==> config.mk <==
export PLATFORM = sky130hd
export DESIGN_NAME = multi_tick_timer
export DESIGN_NICKNAME = d
export VERILOG_FILES = /design/src/rtl/tick_pkg.sv /design/src/rtl/tick_channel.sv /design/src/rtl/multi_tick_timer.sv
export SDC_FILE = /design/constraint.sdc
export NUM_CORES = 1
export LEC_CHECK = 0
export CAP_MARGIN = 20
export CORE_ASPECT_RATIO = 0.9
export CORE_MARGIN = 2
export CORE_UTILIZATION = 35
export CTS_BUF_LIST = sky130_fd_sc_hd__clkbuf_2
export CTS_CLUSTER_SIZE = 20
export DETAILED_ROUTE_END_ITERATION = 6
export GPL_TIMING_DRIVEN = 0
export PLACE_DENSITY_LB_ADDON = 0.08
export REMOVE_ABC_BUFFERS = 1
export SYNTH_ARGS = -nofsm -noshare
export SYNTH_HDL_FRONTEND = slang
export SYNTH_SLANG_ARGS = --single-unit
==> constraint.sdc <==
create_clock -name CLK -period 9.7 [get_ports CLK]
set_input_delay 1.455 -clock CLK [delete_from_list [all_inputs] [get_ports CLK]]
set_output_delay 1.455 -clock CLK [all_outputs]
set_load 0.01 [all_outputs]
==> src/rtl/tick_pkg.sv <==
`default_nettype none
// +-----------------------------------------------------------------------+
// | tick_pkg : shared encodings for the multi_tick_timer timebase          |
// | Rev 1.0                                                                |
// +-----------------------------------------------------------------------+
package tick_pkg;

  localparam logic MODE_PERIODIC = 1'b0;
  localparam logic MODE_ONESHOT  = 1'b1;

  localparam int DEFAULT_PERIOD = 50000;

  typedef enum logic [0:0] {
    ST_RUN  = 1'b0,
    ST_DONE = 1'b1
  } ch_state_t;

endpackage
`default_nettype wire

==> src/rtl/tick_channel.sv <==
`default_nettype none
// +-----------------------------------------------------------------------+
// | tick_channel : one programmable periodic / one-shot tick channel       |
// | Rev 1.0                                                                |
// +-----------------------------------------------------------------------+
module tick_channel
  import tick_pkg::*;
#(
  parameter int               CNT_W      = 16,
  parameter logic [CNT_W-1:0] RST_PERIOD = CNT_W'(DEFAULT_PERIOD)
) (
  input  logic             CLK,
  input  logic             Rst,
  input  logic             i_ce,
  input  logic             i_en,
  input  logic             i_mode,
  input  logic             i_clr,
  input  logic             i_wr,
  input  logic [CNT_W-1:0] i_wr_period,
  output logic             o_tick,
  output logic             o_busy,
  output logic [CNT_W-1:0] o_count
);

  ch_state_t        r_state;
  ch_state_t        w_state_nxt;
  logic [CNT_W-1:0] r_count;
  logic [CNT_W-1:0] w_count_nxt;
  logic [CNT_W-1:0] r_period;
  logic [CNT_W-1:0] w_period_nxt;
  logic             r_tick;
  logic             w_tick_nxt;
  logic             w_adv;
  logic             w_terminal;

  // A zero period never advances, so count stays pinned at 0.
  assign w_adv      = i_en & i_ce & (r_state == ST_RUN) & (r_period != '0);
  assign w_terminal = (r_count == (r_period - CNT_W'(1)));

  always_ff @(posedge CLK) begin
    if (Rst) begin
      r_state  <= ST_RUN;
      r_count  <= '0;
      r_period <= RST_PERIOD;
      r_tick   <= 1'b0;
    end else begin
      r_state  <= w_state_nxt;
      r_count  <= w_count_nxt;
      r_period <= w_period_nxt;
      r_tick   <= w_tick_nxt;
    end
  end

  always_comb begin
    w_state_nxt  = r_state;
    w_count_nxt  = r_count;
    w_period_nxt = r_period;
    w_tick_nxt   = 1'b0;
    if (i_wr) begin
      w_period_nxt = i_wr_period;
      w_count_nxt  = '0;
      w_state_nxt  = ST_RUN;
    end else if (i_clr) begin
      w_count_nxt  = '0;
      w_state_nxt  = ST_RUN;
    end else if (w_adv) begin
      if (w_terminal) begin
        w_count_nxt = '0;
        w_tick_nxt  = 1'b1;
        if (i_mode == MODE_ONESHOT) begin
          w_state_nxt = ST_DONE;
        end
      end else begin
        w_count_nxt = r_count + CNT_W'(1);
      end
    end
  end

  assign o_tick  = r_tick;
  assign o_busy  = (r_state == ST_RUN) & (r_period != '0);
  assign o_count = r_count;

endmodule
`default_nettype wire

==> src/rtl/multi_tick_timer.sv <==
`default_nettype none
// +-----------------------------------------------------------------------+
// | multi_tick_timer : shared prescaler driving NUM_CH tick channels       |
// | Rev 1.0                                                                |
// +-----------------------------------------------------------------------+
module multi_tick_timer #(
  parameter  int CNT_W          = 16,
  parameter  int NUM_CH         = 4,
  parameter  int PRE_W          = 8,
  parameter  int DEFAULT_PERIOD = tick_pkg::DEFAULT_PERIOD,
  localparam int CH_W           = (NUM_CH > 1) ? $clog2(NUM_CH) : 1
) (
  input  logic                    CLK,
  input  logic                    Rst,
  input  logic [PRE_W-1:0]        i_pre_div,
  input  logic [NUM_CH-1:0]       i_en,
  input  logic [NUM_CH-1:0]       i_mode,
  input  logic [NUM_CH-1:0]       i_clr,
  input  logic                    i_cfg_we,
  input  logic [CH_W-1:0]         i_cfg_ch,
  input  logic [CNT_W-1:0]        i_cfg_period,
  output logic [NUM_CH-1:0]       o_tick,
  output logic [NUM_CH-1:0]       o_busy,
  output logic [NUM_CH*CNT_W-1:0] o_count
);

  import tick_pkg::*;

  logic [PRE_W-1:0]  r_pre_cnt;
  logic              w_ce;
  logic [NUM_CH-1:0] w_wr;

  // Equality match only: a smaller pre_div written mid-count wraps the full range.
  assign w_ce = (r_pre_cnt == i_pre_div);

  always_ff @(posedge CLK) begin
    if (Rst) begin
      r_pre_cnt <= '0;
    end else if (w_ce) begin
      r_pre_cnt <= '0;
    end else begin
      r_pre_cnt <= r_pre_cnt + PRE_W'(1);
    end
  end

  generate
    for (genvar i = 0; i < NUM_CH; i++) begin : g_ch
      // Channel indices >= NUM_CH match no decode term and are dropped.
      assign w_wr[i] = i_cfg_we & (i_cfg_ch == CH_W'(i));

      tick_channel #(
        .CNT_W      (CNT_W),
        .RST_PERIOD (CNT_W'(DEFAULT_PERIOD))
      ) u_ch (
        .CLK         (CLK),
        .Rst         (Rst),
        .i_ce        (w_ce),
        .i_en        (i_en[i]),
        .i_mode      (i_mode[i]),
        .i_clr       (i_clr[i]),
        .i_wr        (w_wr[i]),
        .i_wr_period (i_cfg_period),
        .o_tick      (o_tick[i]),
        .o_busy      (o_busy[i]),
        .o_count     (o_count[i*CNT_W +: CNT_W])
      );
    end
  endgenerate

endmodule
`default_nettype wire

# After elaboration in Yosys (flattened, before gate mapping)

Index checks and enable logic that the tools add are counted.
W data, S select, Z words.

$add $sub $neg: 9
Equality and inequality tests: 8
Muxes and demuxes: 8
Bitwise operators: 28
Reduce and logical (&&, ||, !) cells: 18

Operators by type and width:

| operator                | count |
|---|---|
| $add A16 B1 Y16 const B | 4 |
| $eq A16 B16 Y1          | 4 |
| $mux W16                | 4 |
| $reduce_bool A16 Y1     | 4 |
| $sub A16 B1 Y16 const B | 4 |
| $and A1 B1 Y1           | 20 |
| $reduce_or A4 Y1        | 4 |
| $reduce_and A3 Y1       | 4 |
| $reduce_or A3 Y1        | 4 |
| $add A8 B1 Y8 const B   | 1 |
| $eq A8 B8 Y1            | 1 |
| $not A1 Y1              | 8 |
| $eq A2 B2 Y1 const B    | 2 |
| $mux W1                 | 4 |
| $eq A2 B1 Y1 const B    | 1 |
| $logic_not A2 Y1        | 1 |
| $reduce_or A2 Y1        | 1 |

Register bits: 144
Input port bits: 41
Output and inout bits: 72
Logic and storage cells: 88

# Logic depth before layout (Yosys ltp)

Gate-level depths: netlist of run 1.

Depth after elaboration: 6
Gate-level depth with buffers: 12
Gate-level depth less buffers: 9

# Modules after synthesis

A second synthesis of run 1 with hierarchy kept.

Cell total of the unflattened synthesis: 991
Area total of the unflattened synthesis: 8319.2 um^2

By module, submodules not included:

| module           | instances | cells an instance | area each (um^2) | seq. area each (um^2) |
|---|---|---|---|---|
| tick_channel     | 4         | 235               | 1956.9           | 680.7 |
| multi_tick_timer | 1         | 51                | 491.7            | 160.2 |

# Worst setup path after synthesis of run 1

No wires, ideal clock.

Kind: register -> output
Start point: register g_ch[3].u_ch.r_period[0]
End point: output port o_busy[3]
Arrival time: 2284 ps
Data required time: 8245 ps
Setup slack: 5961 ps
Cell stages (with the launch flop): 10
Buffers on the path: 3
Cell sequence: dfxtp_1 -> clkbuf_1 -> inv_1 -> ha_1 -> or4b_2 -> clkbuf_1 -> nor4_1 -> a21o_1 -> inv_1 -> buf_4

Cells in the longest elaborated chain, start to end: 2

RTL lines:

| element                | line                   | source |
|---|---|---|
| from (decl)            | tick_channel.sv:29     | `logic [CNT_W-1:0] r_period;` |
| from (signal assigned) | tick_channel.sv:49     | `r_period <= w_period_nxt;` |
| $reduce_bool A16 Y1    | tick_channel.sv:80     | `assign o_busy = (r_state == ST_RUN) & (r_period != '0);` |
| $and A1 B1 Y1          | tick_channel.sv:80     |  |
| to (decl)              | multi_tick_timer.sv:23 | `output logic [NUM_CH-1:0] o_busy,` |

No other way between the ends.

# Worst setup path after layout of run 1

Ends and elaborated chain as after synthesis.

==> impl_results.md, run 1 <==
- Setup tns final: 0 ns
- Post-Synth Adder-Cell Area: around 1.4%
- Fin. Hold Viols: 0
- CP Data Arrival Time: around 3.6 ns
- RSZ-0062 raised after global routing: no
- Ports: 113
- Sequential Power Share: a little over half
- Clk_lat worst skew: around 0.7 ns
- CTS Buf Count: 17
- Post-synthesis instance area: between 8000 and 9000 um2
- Main flop type after synthesis: dfxtp_1
- Final nets: 1154
- Fill cells: 2337
- Period utilization: 52.3%
- Largest family of logic cells by synthesized area: simple AND/OR/NAND/NOR gates
- P_sw: between 0.3 and 0.4 mW
- CTS tree: built
- Synth top area share: between 30% and 40%
- Clock network power share: 36.3%
- Setup Skew: just under 0.04 ns
- # setup viols final: 0
- Type of element launching the critical path: flop
- Vias: 7202
- Gates resized, CTS repair: 0
- Top post-synthesis cells by count: nand2_1 (179), dfxtp_1 (144), xor2_1 (98)
- All-layer global routing usage: 18.5%
- Vias in the first global route: between 6000 and 7000
- Final GP Congestion: 0.801
- Yosys top cell by area: dfxtp_1
- Min Clock Period, post-route: approximately 5 ns
- Critical Path RT: roughly 8.3 ns
- Met2 wire len: around 10000 um
- TritonRoute pass-1 iters: 5
- Crit Path Max Fanout: 9
- Post-Synthesis Mean Instance Area: between 7 and 8 um2
- Total power: about 1.2 mW
- Post-DP HPWL: approximately 16000 um
- Area grow syn2layout: 19.7%
- Final WL: about 22000 um
- Synth warn: 0
- Yosys reg bits: between 100 and 150
- Crit path kind: flop to output port
- Met3 wire len: 930 um
- Cells after Synth: slightly above 1000
- # port buffers: between 100 and 150
- Largest net degree at the start of global routing: 56
- Worst Tran Pin Value: ~1 ns
- Top-count cell post-synth: nand2_1
- Sequential share of the synthesized area: 35.6%
- Pins Over Slew Limit: 0
- Grt ovf: 0
- M1 WL: between 10000 and 15000 um
- FP Rows: 52
- Synth Area in Simple Gates: 32.2%
- Pwr dens: 119 nW/um2
- Leak: ~3.4 nW
- Top routing layer used: met4
- Ys async rst share: 0%
- Clock Sinks: between 100 and 150
- Post-synthesis compound-gate area fraction: under 10%
- HP Class: flop to flop
- Layout cells sized above 1: 5.38%
- Post-place instance area: 9400 um2
- CTS Root Cell: clkbuf_2
- DR WL/cell: 15.4 um
- Fmax: roughly 200 MHz
- Outcome: finished clean
- Maximum clock path buffer count: 2
- Final Cell Area: 9700 um2
- Internal power: about 0.85 mW
- Initial cell density of the core: a little over a third
- Post-CTS Hold Fix Bufs: 0
- Critical Path End Type: output port
- Final non-filler cell total: 1414
- Vias/cell: just over 5
- Core box area: about 23000 um2
- Post-synth EDFFs: 0
- Setup bufs post-CTS: 0
- Full die area: between 20000 and 25000 um2
- Post-synthesis mux area share: approximately 1.3%
- DRC errors left: 0
- Largest cells by area after synthesis: dfxtp_1 (36%), xor2_1 (11%), nand2_1 (8.3%)
- Max-Cap Viols: 0
- Initial antenna violation count: 1
- Multi-input gate area: slightly below 5000 um2
- Die Span Y: between 100 and 150 um
- Final hold slack: approximately 0.47 ns
- Die width: around 160 um
- XOR/XNOR Fraction of Synth Area: 16.1%
- Reg area: approximately 2900 um2
- Combinational share of power: 9.6%
- Dpl cells: roughly 1400
- Distinct cells, synth: 75
- Peak VDD IR: about 0.057 mV
- Slew headroom: about 34%
- Initial drt markers: about 430
- ANT nets after route: 0
- Net Sw Frac: approximately a quarter
- First-pass GRT wire length: approximately 36000 um
- Clk slew on worst S/H paths: ~0.2 ns
- H-tree Lvls: 4
-- final cells by class --
| cell class | count | area share (%) |
|---|---|---|
| Inverter | 23 | 0.890 |
| Timing Repair Buffer | 118 | 12.1 |
| Clock inverter | 12 | 1.99 |
| Antenna cell | 2 | 0.0516 |
| Tap cell | 297 | 3.83 |
| Sequential cell | 144 | 29.7 |
| Multi-Input combinational cell | 800 | 50.5 |
| Clock buffer | 18 | 0.929 |
-- metal layers --
layer  vias up  track usage [%]
met2       107             28.6
li1       3704                -
met5         -                0
met4         0             3.95
met1      3385             26.7
met3         6             3.26
-- critical path, cell delays in order, from the launching register on --
cell and delay [ns]:
dfxtp_1 0.44, inv_1 0.09, ha_1 0.26, or4b_2 0.75
nor4_1 0.56, a21o_1 0.29, inv_1 0.06, clkdlybuf4s50_1 0.48
-- per-stage QoR --
stage | worst slack, ns | utilization [%]
2_1_floorplan | 5.94 | -
3_3_place_gp | 3.71 | 41.4
3_5_place_dp | 4.28 | 41.6
4_1_cts | 4.56 | 42.9
5_1_grt | 4.37 | 43.0
6_report | 4.63 | 43.0
-- logic make-up (layout without fill, tap and decap cells) --
kind of cell             after synthesis  after routing
flip-flops                           144            144
AO/OA/AOI/OAI                        115            115
multiplexers                          10             10
adder cells (fa/ha/maj)                9              9
XOR/XNOR                             147            147
AND/OR/NAND/NOR                      519            519
buffers and inverters                 73            171
other                                  0              2
-- cell usage in the layout (no fill, tap or decap), types with 4 or more instances in the layout --
master	count
o211ai_1	5
nor4_1	19
clkdlybuf4s50_1	111
and3_1	17
nand4b_1	4
nand3b_1	28
o31ai_1	4
and2_1	6
xor2_1	98
nor4b_1	4
inv_1	23
a21oi_1	52
or3_1	12
ha_1	9
nand2_1	179
bufinv_16	5
nor2b_1	4
and4_1	4
dfxtp_1	144
nand4_1	17
nand2b_1	6
xnor2_1	48
or4_1	11
o21ai_0	10
clkbuf_2	18
nor2_1	94
nor3_1	43
or2_2	5
mux2i_1	9
nand3_1	48
-- power by group through the flow --
stage                     Sequential [mW]  Clock (mW)  Combinational, mW
after floorplan                     0.629           0             0.0645
after global placement              0.635           0              0.108
after detailed placement            0.635           0              0.110
after CTS                           0.623       0.434              0.110
after global routing                0.626       0.457              0.123
final                               0.623       0.418              0.110
-- state kept, by name, indices dropped and copies added (netlist names) --
signal / count
g_ch.u_ch.o_count: 64
g_ch.u_ch.o_tick: 4
g_ch.u_ch.r_period: 64
g_ch.u_ch.r_state: 4
r_pre_cnt: 8
-- final timing paths --
path,from,to,slack (ns),cells past startpoint
min,g_ch[2].u_ch.r_state,g_ch[2].u_ch.r_state,0.47,2
max,g_ch[3].u_ch.r_period[0],o_busy[3],4.63,7
max reg2reg,g_ch[0].u_ch.r_period[0],g_ch[0].u_ch.o_count[3],6.30,9
min reg2reg,g_ch[2].u_ch.r_state,g_ch[2].u_ch.r_state,0.47,2
Power figures use the tool's default switching activity.
==> run 2, diff against run 1 <==
==> constraint.sdc (replaced) <==
create_clock -name CLK -period 5.3 [get_ports CLK]
set_input_delay 0.795 -clock CLK [delete_from_list [all_inputs] [get_ports CLK]]
set_output_delay 0.795 -clock CLK [all_outputs]
set_load 0.01 [all_outputs]
==> results of run 2 <==
The final DEF is identical to that of run 1. Status: finished clean.
Main changes from that run: setup slack after placement 4.28 ns -> 0.541 ns; setup slack after layout 4.63 ns -> 0.886 ns; register-to-register setup slack 6.30 ns -> 1.90 ns; total power 1.15 mW -> 2.11 mW; worst IR drop on VDD 0.0573 mV -> 0.105 mV
